<file path="config.mk">
export PLATFORM = sky130hd
export DESIGN_NAME = board_sysctl
export DESIGN_NICKNAME = d
export VERILOG_FILES = /design/src/rtl/board_sysctl.sv
export SDC_FILE = /design/constraint.sdc
export NUM_CORES = 1
export LEC_CHECK = 0
export ABC_AREA = 1
export BUFFER_PORTS_ARGS = -buffer_cell sky130_fd_sc_hd__buf_2
export CELL_PAD_IN_SITES_DETAIL_PLACEMENT = 0
export CELL_PAD_IN_SITES_GLOBAL_PLACEMENT = 2
export CORE_ASPECT_RATIO = 2
export CORE_MARGIN = 2
export CORE_UTILIZATION = 31
export DETAILED_ROUTE_END_ITERATION = 16
export PLACE_DENSITY = 0.8
export SYNTH_ARGS = -nofsm -noshare
export SYNTH_HDL_FRONTEND = slang
export SYNTH_SLANG_ARGS = --single-unit
</file>
<file path="constraint.sdc">
create_clock -name clk -period 1.35 [get_ports clk]
set_input_delay 0.27 -clock clk [delete_from_list [all_inputs] [get_ports clk]]
set_output_delay 0.27 -clock clk [all_outputs]
set_load 0.05 [all_outputs]
</file>
<file path="src/rtl/board_sysctl.sv">
// board_sysctl: button sync/debounce, stretched core reset with cause tracking, clock-enable divider, trap handling.
// Optional: define TRAP_AUTORESET_EN to reset the core automatically TRAP_HOLD cycles after a trap.
module board_sysctl #(
    parameter int SYNC_STAGES     = 2,
    parameter int DEBOUNCE_CYCLES = 50000,
    parameter int RESET_CYCLES    = 16,
    parameter int CLKDIV          = 5,
    parameter int TRAP_HOLD       = 1024
) (
    input  logic       clk,
    input  logic       power_on_reset_n,
    input  logic       btn_n,
    input  logic       trap,
    output logic       sys_reset,
    output logic       clk_en,
    output logic       btn_pressed,
    output logic       trapped,
    output logic [1:0] reset_cause
);
    localparam int DBW = $clog2(DEBOUNCE_CYCLES) + 1;
    localparam int HCW = $clog2(RESET_CYCLES) + 1;
    localparam int DVW = $clog2(CLKDIV) + 1;
    localparam logic [1:0] CAUSE_POR = 2'b00;
    localparam logic [1:0] CAUSE_BTN = 2'b01;

    if (SYNC_STAGES < 2 || DEBOUNCE_CYCLES < 1 || RESET_CYCLES < 1 || CLKDIV < 1 || TRAP_HOLD < 1) begin : g_bad_param
        $error("board_sysctl: illegal parameter value");
    end

    typedef enum logic [1:0] {HOLD, RUN, TRAPPED} state_t;

    state_t               state_q, state_d;
    logic [SYNC_STAGES-1:0] sync_q, sync_d;
    logic [DBW-1:0]       debounce_cnt_q, debounce_cnt_d;
    logic [HCW-1:0]       hold_cnt_q, hold_cnt_d;
    logic [DVW-1:0]       div_cnt_q, div_cnt_d;
    logic [1:0]           reset_cause_q, reset_cause_d;
    logic                 btn_pressed_q, btn_pressed_d;
    logic                 btn_prev_q, btn_prev_d;
    logic                 sys_reset_q, sys_reset_d;
    logic                 clk_en_q, clk_en_d;
    logic                 trapped_q, trapped_d;
    logic                 sync_pressed, btn_rise, div_wrap;
`ifdef TRAP_AUTORESET_EN
    localparam int TCW = $clog2(TRAP_HOLD) + 1;
    localparam logic [1:0] CAUSE_TRAP = 2'b10;
    logic [TCW-1:0]       trap_cnt_q, trap_cnt_d;
`endif

    always_comb begin
        sync_d       = {sync_q[SYNC_STAGES-2:0], btn_n};
        sync_pressed = ~sync_q[SYNC_STAGES-1];
        btn_pressed_d  = btn_pressed_q;
        debounce_cnt_d = '0;
        if (sync_pressed != btn_pressed_q) begin
            if (debounce_cnt_q == DBW'(DEBOUNCE_CYCLES - 1))
                btn_pressed_d = ~btn_pressed_q;
            else
                debounce_cnt_d = debounce_cnt_q + 1'b1;
        end
        btn_prev_d = btn_pressed_q;
        btn_rise   = btn_pressed_q & ~btn_prev_q;
        // Free-running divider: only power-on reset touches it.
        div_wrap  = div_cnt_q == DVW'(CLKDIV - 1);
        div_cnt_d = div_wrap ? '0 : div_cnt_q + 1'b1;
        clk_en_d  = div_wrap;
        state_d       = state_q;
        hold_cnt_d    = hold_cnt_q;
        reset_cause_d = reset_cause_q;
`ifdef TRAP_AUTORESET_EN
        trap_cnt_d = trap_cnt_q;
`endif
        case (state_q)
            HOLD: begin
                if (btn_pressed_q)
                    hold_cnt_d = '0;
                else if (hold_cnt_q == HCW'(RESET_CYCLES - 1))
                    state_d = RUN;
                else
                    hold_cnt_d = hold_cnt_q + 1'b1;
            end
            RUN: begin
                if (btn_rise) begin
                    state_d       = HOLD;
                    hold_cnt_d    = '0;
                    reset_cause_d = CAUSE_BTN;
                end else if (trap) begin
                    state_d = TRAPPED;
`ifdef TRAP_AUTORESET_EN
                    trap_cnt_d = '0;
`endif
                end
            end
            TRAPPED: begin
                if (btn_rise) begin
                    state_d       = HOLD;
                    hold_cnt_d    = '0;
                    reset_cause_d = CAUSE_BTN;
                end
`ifdef TRAP_AUTORESET_EN
                else if (trap_cnt_q == TCW'(TRAP_HOLD - 1)) begin
                    state_d       = HOLD;
                    hold_cnt_d    = '0;
                    reset_cause_d = CAUSE_TRAP;
                end else begin
                    trap_cnt_d = trap_cnt_q + 1'b1;
                end
`endif
            end
            default: state_d = HOLD;
        endcase
        sys_reset_d = state_d == HOLD;
        trapped_d   = state_d == TRAPPED;
    end

    always_ff @(posedge clk) begin
        if (!power_on_reset_n) begin
            state_q        <= HOLD;
            sync_q         <= '1;
            debounce_cnt_q <= '0;
            hold_cnt_q     <= '0;
            div_cnt_q      <= '0;
            reset_cause_q  <= CAUSE_POR;
            btn_pressed_q  <= 1'b0;
            btn_prev_q     <= 1'b0;
            sys_reset_q    <= 1'b1;
            clk_en_q       <= 1'b0;
            trapped_q      <= 1'b0;
`ifdef TRAP_AUTORESET_EN
            trap_cnt_q     <= '0;
`endif
        end else begin
            state_q        <= state_d;
            sync_q         <= sync_d;
            debounce_cnt_q <= debounce_cnt_d;
            hold_cnt_q     <= hold_cnt_d;
            div_cnt_q      <= div_cnt_d;
            reset_cause_q  <= reset_cause_d;
            btn_pressed_q  <= btn_pressed_d;
            btn_prev_q     <= btn_prev_d;
            sys_reset_q    <= sys_reset_d;
            clk_en_q       <= clk_en_d;
            trapped_q      <= trapped_d;
`ifdef TRAP_AUTORESET_EN
            trap_cnt_q     <= trap_cnt_d;
`endif
        end
    end

    assign sys_reset   = sys_reset_q;
    assign clk_en      = clk_en_q;
    assign btn_pressed = btn_pressed_q;
    assign trapped     = trapped_q;
    assign reset_cause = reset_cause_q;
endmodule
</file>
== Word level (Yosys, flattened, before mapping) ==
Index checks and enable logic that the tools add are counted.

* Register bits: 36
* Bits in latches: 0
* Memory bits (writable): 0
* Memory bits (read-only): 0
* Output and inout port bits: 6
* Word-level logic and storage cells: 48
* Memories kept: 0

* $add $sub $neg: 3
* Multiply operators: 0
* Divide/modulo/power cells: 0
* $lt $le $gt $ge: 0
* Eq/ne operators: 9
* Shifts and indexed selects: 0
* Mux-type cells: 10
* Bitwise gates (word level): 6
* Reductions and logical operators: 9

{| class="wikitable"
|+ Operator list
! cell !! count
|-
| 17-bit by 1-bit adder with 17-bit output (second input constant) || 1
|-
| 17-bit by 16-bit == test with 1-bit output (second input constant) || 1
|-
| 5-bit two-way mux || 3
|-
| 2-bit two-way mux || 5
|-
| 5-bit case mux with 2 select lines || 1
|-
| 2-bit case mux with 3 select lines || 1
|-
| 5-bit by 1-bit adder with 5-bit output (second input constant) || 1
|-
| 5-bit by 4-bit == test with 1-bit output (second input constant) || 1
|-
| 1-bit NOT || 5
|-
| 4-bit by 1-bit adder with 4-bit output (second input constant) || 1
|-
| 2-bit == test (second input constant) || 2
|-
| 4-bit by 3-bit == test with 1-bit output (second input constant) || 1
|-
| 2-bit zero test || 2
|-
| 2-bit AND reduction || 2
|-
| 2-bit OR reduction || 2
|-
| 3-bit != test (second input constant) || 1
|-
| 3-bit AND reduction || 1
|-
| 3-bit OR reduction || 1
|-
| 2-bit by 1-bit == test with 1-bit output (second input constant) || 1
|-
| 2-bit by 1-bit != test with 1-bit output (second input constant) || 1
|-
| 2-bit nonzero test || 1
|-
| 1-bit bitwise AND || 1
|-
| 1-bit != test || 1
|}

== Depth between registers and ports, before layout ==
* Depth after elaboration: 5
* Depth in mapped cells: 11

== Worst setup path before layout ==
No wires, ideal clock.

* Path kind: register to register
* Start point: register btn_pressed_q (netlist: btn_pressed)
* End point: register hold_cnt_q[3]
* Arrival time: 1359 ps
* Required time: 1231 ps
* Path slack: -128 ps
* Cell stages (with the launch flop): 8
* Path buffers: 0
* Clock period less this slack: 1478 ps
* Path through: dfxtp_1 > inv_2 > nand3_1 > nand2_1 > nor2_4 > nand3_1 > nand2_1 > nor2_1

* Cells in the longest elaborated chain, start to end: 3
* Elaborated cells between the ends (all ways): 6
* Those cells by class: eq/ne (2); mux (2); bitwise (1); reduce/logical (1)

{| class="wikitable"
|+ Ends and longest elaborated chain
! element !! RTL line !! text
|-
| start, declared || 38 || <nowiki>logic btn_pressed_q, btn_pressed_d;</nowiki>
|-
| start signal, assigned || 139 || <nowiki>btn_pressed_q <= btn_pressed_d;</nowiki>
|-
| 1-bit bitwise AND || 62 || <nowiki>btn_rise = btn_pressed_q & ~btn_prev_q;</nowiki>
|-
| 2-bit by 1-bit != test with 1-bit output (no line) || -- ||
|-
| 3-bit AND reduction (no line) || -- ||
|-
| end signal, assigned || 136 || <nowiki>hold_cnt_q <= hold_cnt_d;</nowiki>
|-
| end, declared || 35 || <nowiki>logic [HCW-1:0] hold_cnt_q, hold_cnt_d;</nowiki>
|}

Parallel ways exist; a longest one is shown, timed or not.
A chain may end at the register's enable or synchronous reset.

== Worst setup path after layout ==
* Start point: register hold_cnt_q[0]
* End point: register hold_cnt_q[4]

* Cells in the longest elaborated chain, start to end: 4
* Elaborated cells between the ends (all ways): 7
* Those cells by class: add/sub (1); eq/ne (2); mux (3); reduce/logical (1)

{| class="wikitable"
|+ Ends and longest elaborated chain
! element !! RTL line !! text
|-
| 5-bit by 1-bit adder with 5-bit output || 80 || <nowiki>hold_cnt_d = hold_cnt_q + 1'b1;</nowiki>
|-
| 5-bit two-way mux || 77 || <nowiki>else if (hold_cnt_q == HCW'(RESET_CYCLES - 1))</nowiki>
|-
| 5-bit two-way mux || 75 || <nowiki>if (btn_pressed_q)</nowiki>
|-
| 5-bit case mux with 2 select lines || 73 || <nowiki>case (state_q)</nowiki>
|}

Parallel ways exist; a longest one is shown, timed or not. The select of a mux whose other input is x is not followed.

==> impl_results.md <==
* Cell type group with the largest total delay on the critical path: simple AND/OR/NAND/NOR gates
* Total standard cell area after synthesis at 1760 um2
* Leakage dissipation at 0.920 nW
* Antenna violations before repair at 0
* Violations in the final reports: setup timing
* Count of cell types in the netlist at 26
* Layout cells sized above 1 at 0.304
* Largest stage delay on the critical path at 0.34 ns
* H-tree depth reported by CTS at 2
* CTS tree: yes
* Critical path, cell by cell: ha_4, nand2_4, nor2_4, ha_4, nand3_4, nand2_2, nor2_4, nand2_1, o21ai_1, nor2_1
* Layout overhead on the synthesized area at 33.7%
* Crit path kind: reg -> reg
* Starting density of the core at 0.322
* Most frequent standard cell in the layout excluding fill and tap cells: sky130_fd_sc_hd__nand2_1
* Remaining DRCs at 0
* Count of fill cells added during filler insertion at 577
* Tightest hold margin at 0.150 ns
* Chip height at 111 um
* Arrival time reported for the critical path endpoint at 1.57 ns
* Yosys warning count at 0
* Number of iterations in the first detailed-routing pass at 2
* Maximum clock rate at 722 MHz
* Clock input transition at the sequential cells of the worst setup and hold paths at 0.09 ns
* Sequential-to-total area share from yosys stat at 0.409
* Routability Congestion at 0.756
* Cell area power density at 860 nW/um2
* Maximum net fanout on the critical path at 5
* Cell count after synthesis at 246
* Die area at 6330 um2
* Violation count after the first detailed-routing iteration at 24
* WL final at 4.36 mm
* Clock root cell: sky130_fd_sc_hd__clkbuf_8
* Placement-stage cell area at 2050 um2
* Critical path required time at 1.53 ns
* Final Total Pwr at 0.00202 W
* Number of vias per cell after detailed routing at 4.65
* Insertion delay to the later sink of the worst-skew pair at 0.30 ns
* Final core utilization at 0.430
* Crit path max-delay cell type: sky130_fd_sc_hd__dfxtp_2
* Peak VDD IR at 603 uV
* Global-route wire length before repair at 7.18 mm
* CTS Buffer Depth at 2
* Vias in the first global route at 1,630
* Sort of element at the start of the critical path: register
* Diode insertion count for antenna repair at 0
* Final standard cell count with taps included and fillers excluded at 349
* Cell total after placement at 336
* Kind of end point of the critical path: register
* PortBufs at 8
* Area of the core region at 5470 um2
* Tightest Hold Check Type: in -> reg
* Final Slew Violations at 0
* Final clock period utilization by the worst path at 1.03
* Fin crit period at 1.39 ns
* Setup-violating endpoint count in the final report at 6
* Total number of nets in the final design at 301
* Total of flip-flops plus latches after synthesis at 36
* Routed vias at 1,623
* Clock Skew at 0.00957 ns
* HPWL after detailed placement at 3.20 mm
* Final setup margin at -0.0352 ns
* Hold violation count in the final report at 0
* Maximum number of pins on one net before global-route repair at 18
* Antenna violation net count after detailed routing at 0
* Row cnt at 38
* Number of buffer and inverter stages on the critical path at 0
* Commonest cells after routing, fill and taps aside: 52 x sky130_fd_sc_hd__nand2_1, 35 x sky130_fd_sc_hd__nor2_1, 31 x sky130_fd_sc_hd__inv_1
* Number of buffers inserted by hold repair at cts at 0
* Summed area of non-filler cells in the final layout at 2350 um2
* Clock sink total at 36
* Count of boundary I/O pins at 10
* Total routing resource utilization after global routing at 0.146
* Status: finished, violations left
* Mapped Avg Cell Area at 7.16 um2
* Number of buffers inserted during clock tree synthesis at 5
* Total overflow reported by the global router at 0
* Unrepaired setup endpoints after global routing: yes
* Die Wd at 57.3 um
* Average detailed-routed wire length per instance at 12.5 um
* Post-synth net total at 259
* Max-capacitance violation count at 0
-- flip-flops by register name, summed over array words and instances (netlist names) --
| name | flops |
|---|---|
| hold_cnt_q | 5 |
| sync_q | 2 |
| state_q | 2 |
| btn_prev_q | 1 |
| debounce_cnt_q | 17 |
| reset_cause | 1 |
| clk_en | 1 |
| div_cnt_q | 4 |
| sys_reset | 1 |
| trapped | 1 |
| btn_pressed | 1 |
-- per-layer routing --
| metal | share of wire | wire, um | track usage |
|---|---|---|---|
| met5 | 0 | 0 | 0 |
| met4 | 0.016 | 69 | 0.0512 |
| met3 | 0.014 | 59 | 0.0281 |
| met2 | 0.62 | 2690 | 0.297 |
| met1 | 0.35 | 1540 | 0.132 |
-- path summary, 6_finish.rpt --
kind                 startpoint            end  slack, ns  cells after the start
setup / recovery  hold_cnt_q[0]  hold_cnt_q[4]      -0.04                     10
hold / removal            btn_n      sync_q[0]       0.15                      2
setup reg to reg  hold_cnt_q[0]  hold_cnt_q[4]      -0.04                     10
hold reg to reg       sync_q[0]      sync_q[1]       0.42                      1
-- layout make-up --
| type | instances | area, um2 | share of cell area |
|---|---|---|---|
| Clock buffer | 5 | 68.8 | 0.0292 |
| Clock inverter | 3 | 23.8 | 0.0101 |
| Sequential cell | 36 | 732 | 0.311 |
| Multi-Input combinational cell | 176 | 1080 | 0.458 |
| Inverter | 34 | 130 | 0.0553 |
| Timing Repair Buffer | 35 | 245 | 0.104 |
| Tap cell | 60 | 75.1 | 0.0319 |
-- cell usage after synthesis, drive strengths merged --
cell	instances	area share
nand2	58	0.13
a21oi	15	0.045
ha	9	0.064
or2	3	0.011
nand3	18	0.060
nand4	5	0.018
nor2	46	0.11
nand3b	1	0.0043
xor2	4	0.020
o21ai	10	0.031
dfxtp	36	0.41
conb	1	0.0021
buf	2	0.011
o211ai	1	0.0043
inv	34	0.072
xnor2	3	0.015
-- cell families after synthesis --
kind of cell	count (synthesis)	synth area share
fa+ha+maj	9	0.0640
simple gates	131	0.327
buf+inv	36	0.0832
compound gates	26	0.0796
other cells	1	0.00213
flops	36	0.409
xor+xnor	7	0.0348
-- worst reg2reg max path, stage by stage (launching register included) --
cell and delay [ns]:
sky130_fd_sc_hd__dfxtp_2 0.34, sky130_fd_sc_hd__ha_4 0.16, sky130_fd_sc_hd__nand2_4 0.07, sky130_fd_sc_hd__nor2_4 0.04
sky130_fd_sc_hd__ha_4 0.17, sky130_fd_sc_hd__nand3_4 0.10, sky130_fd_sc_hd__nand2_2 0.07, sky130_fd_sc_hd__nor2_4 0.15
sky130_fd_sc_hd__nand2_1 0.06, sky130_fd_sc_hd__o21ai_1 0.07, sky130_fd_sc_hd__nor2_1 0.05
-- report_power, final --
part           switching, W  leakage [nW]  internal (W)
Combinational     0.0000656         0.584     0.0000482
Sequential        0.0000193         0.295       0.00108
Clock              0.000441        0.0404      0.000366
Total              0.000526         0.920       0.00150
-- repair_timing --
item                                    CTS  global route
gates cloned                              0             2
buffers inserted                          0             3
pin swaps                                 9             9
gates resized for setup                  16            28
endpoints found under the setup margin   16            28
-- through the flow --
stage / TNS (ns) / worst slack (ns)
2_1_floorplan: 0 / 0.00235
3_3_place_gp: -0.397 / -0.0835
3_5_place_dp: -0.657 / -0.103
4_1_cts: -0.568 / -0.0896
5_1_grt: -0.815 / -0.131
6_report: -0.163 / -0.0352
Note: power is estimated with default switching activity, not from simulation.
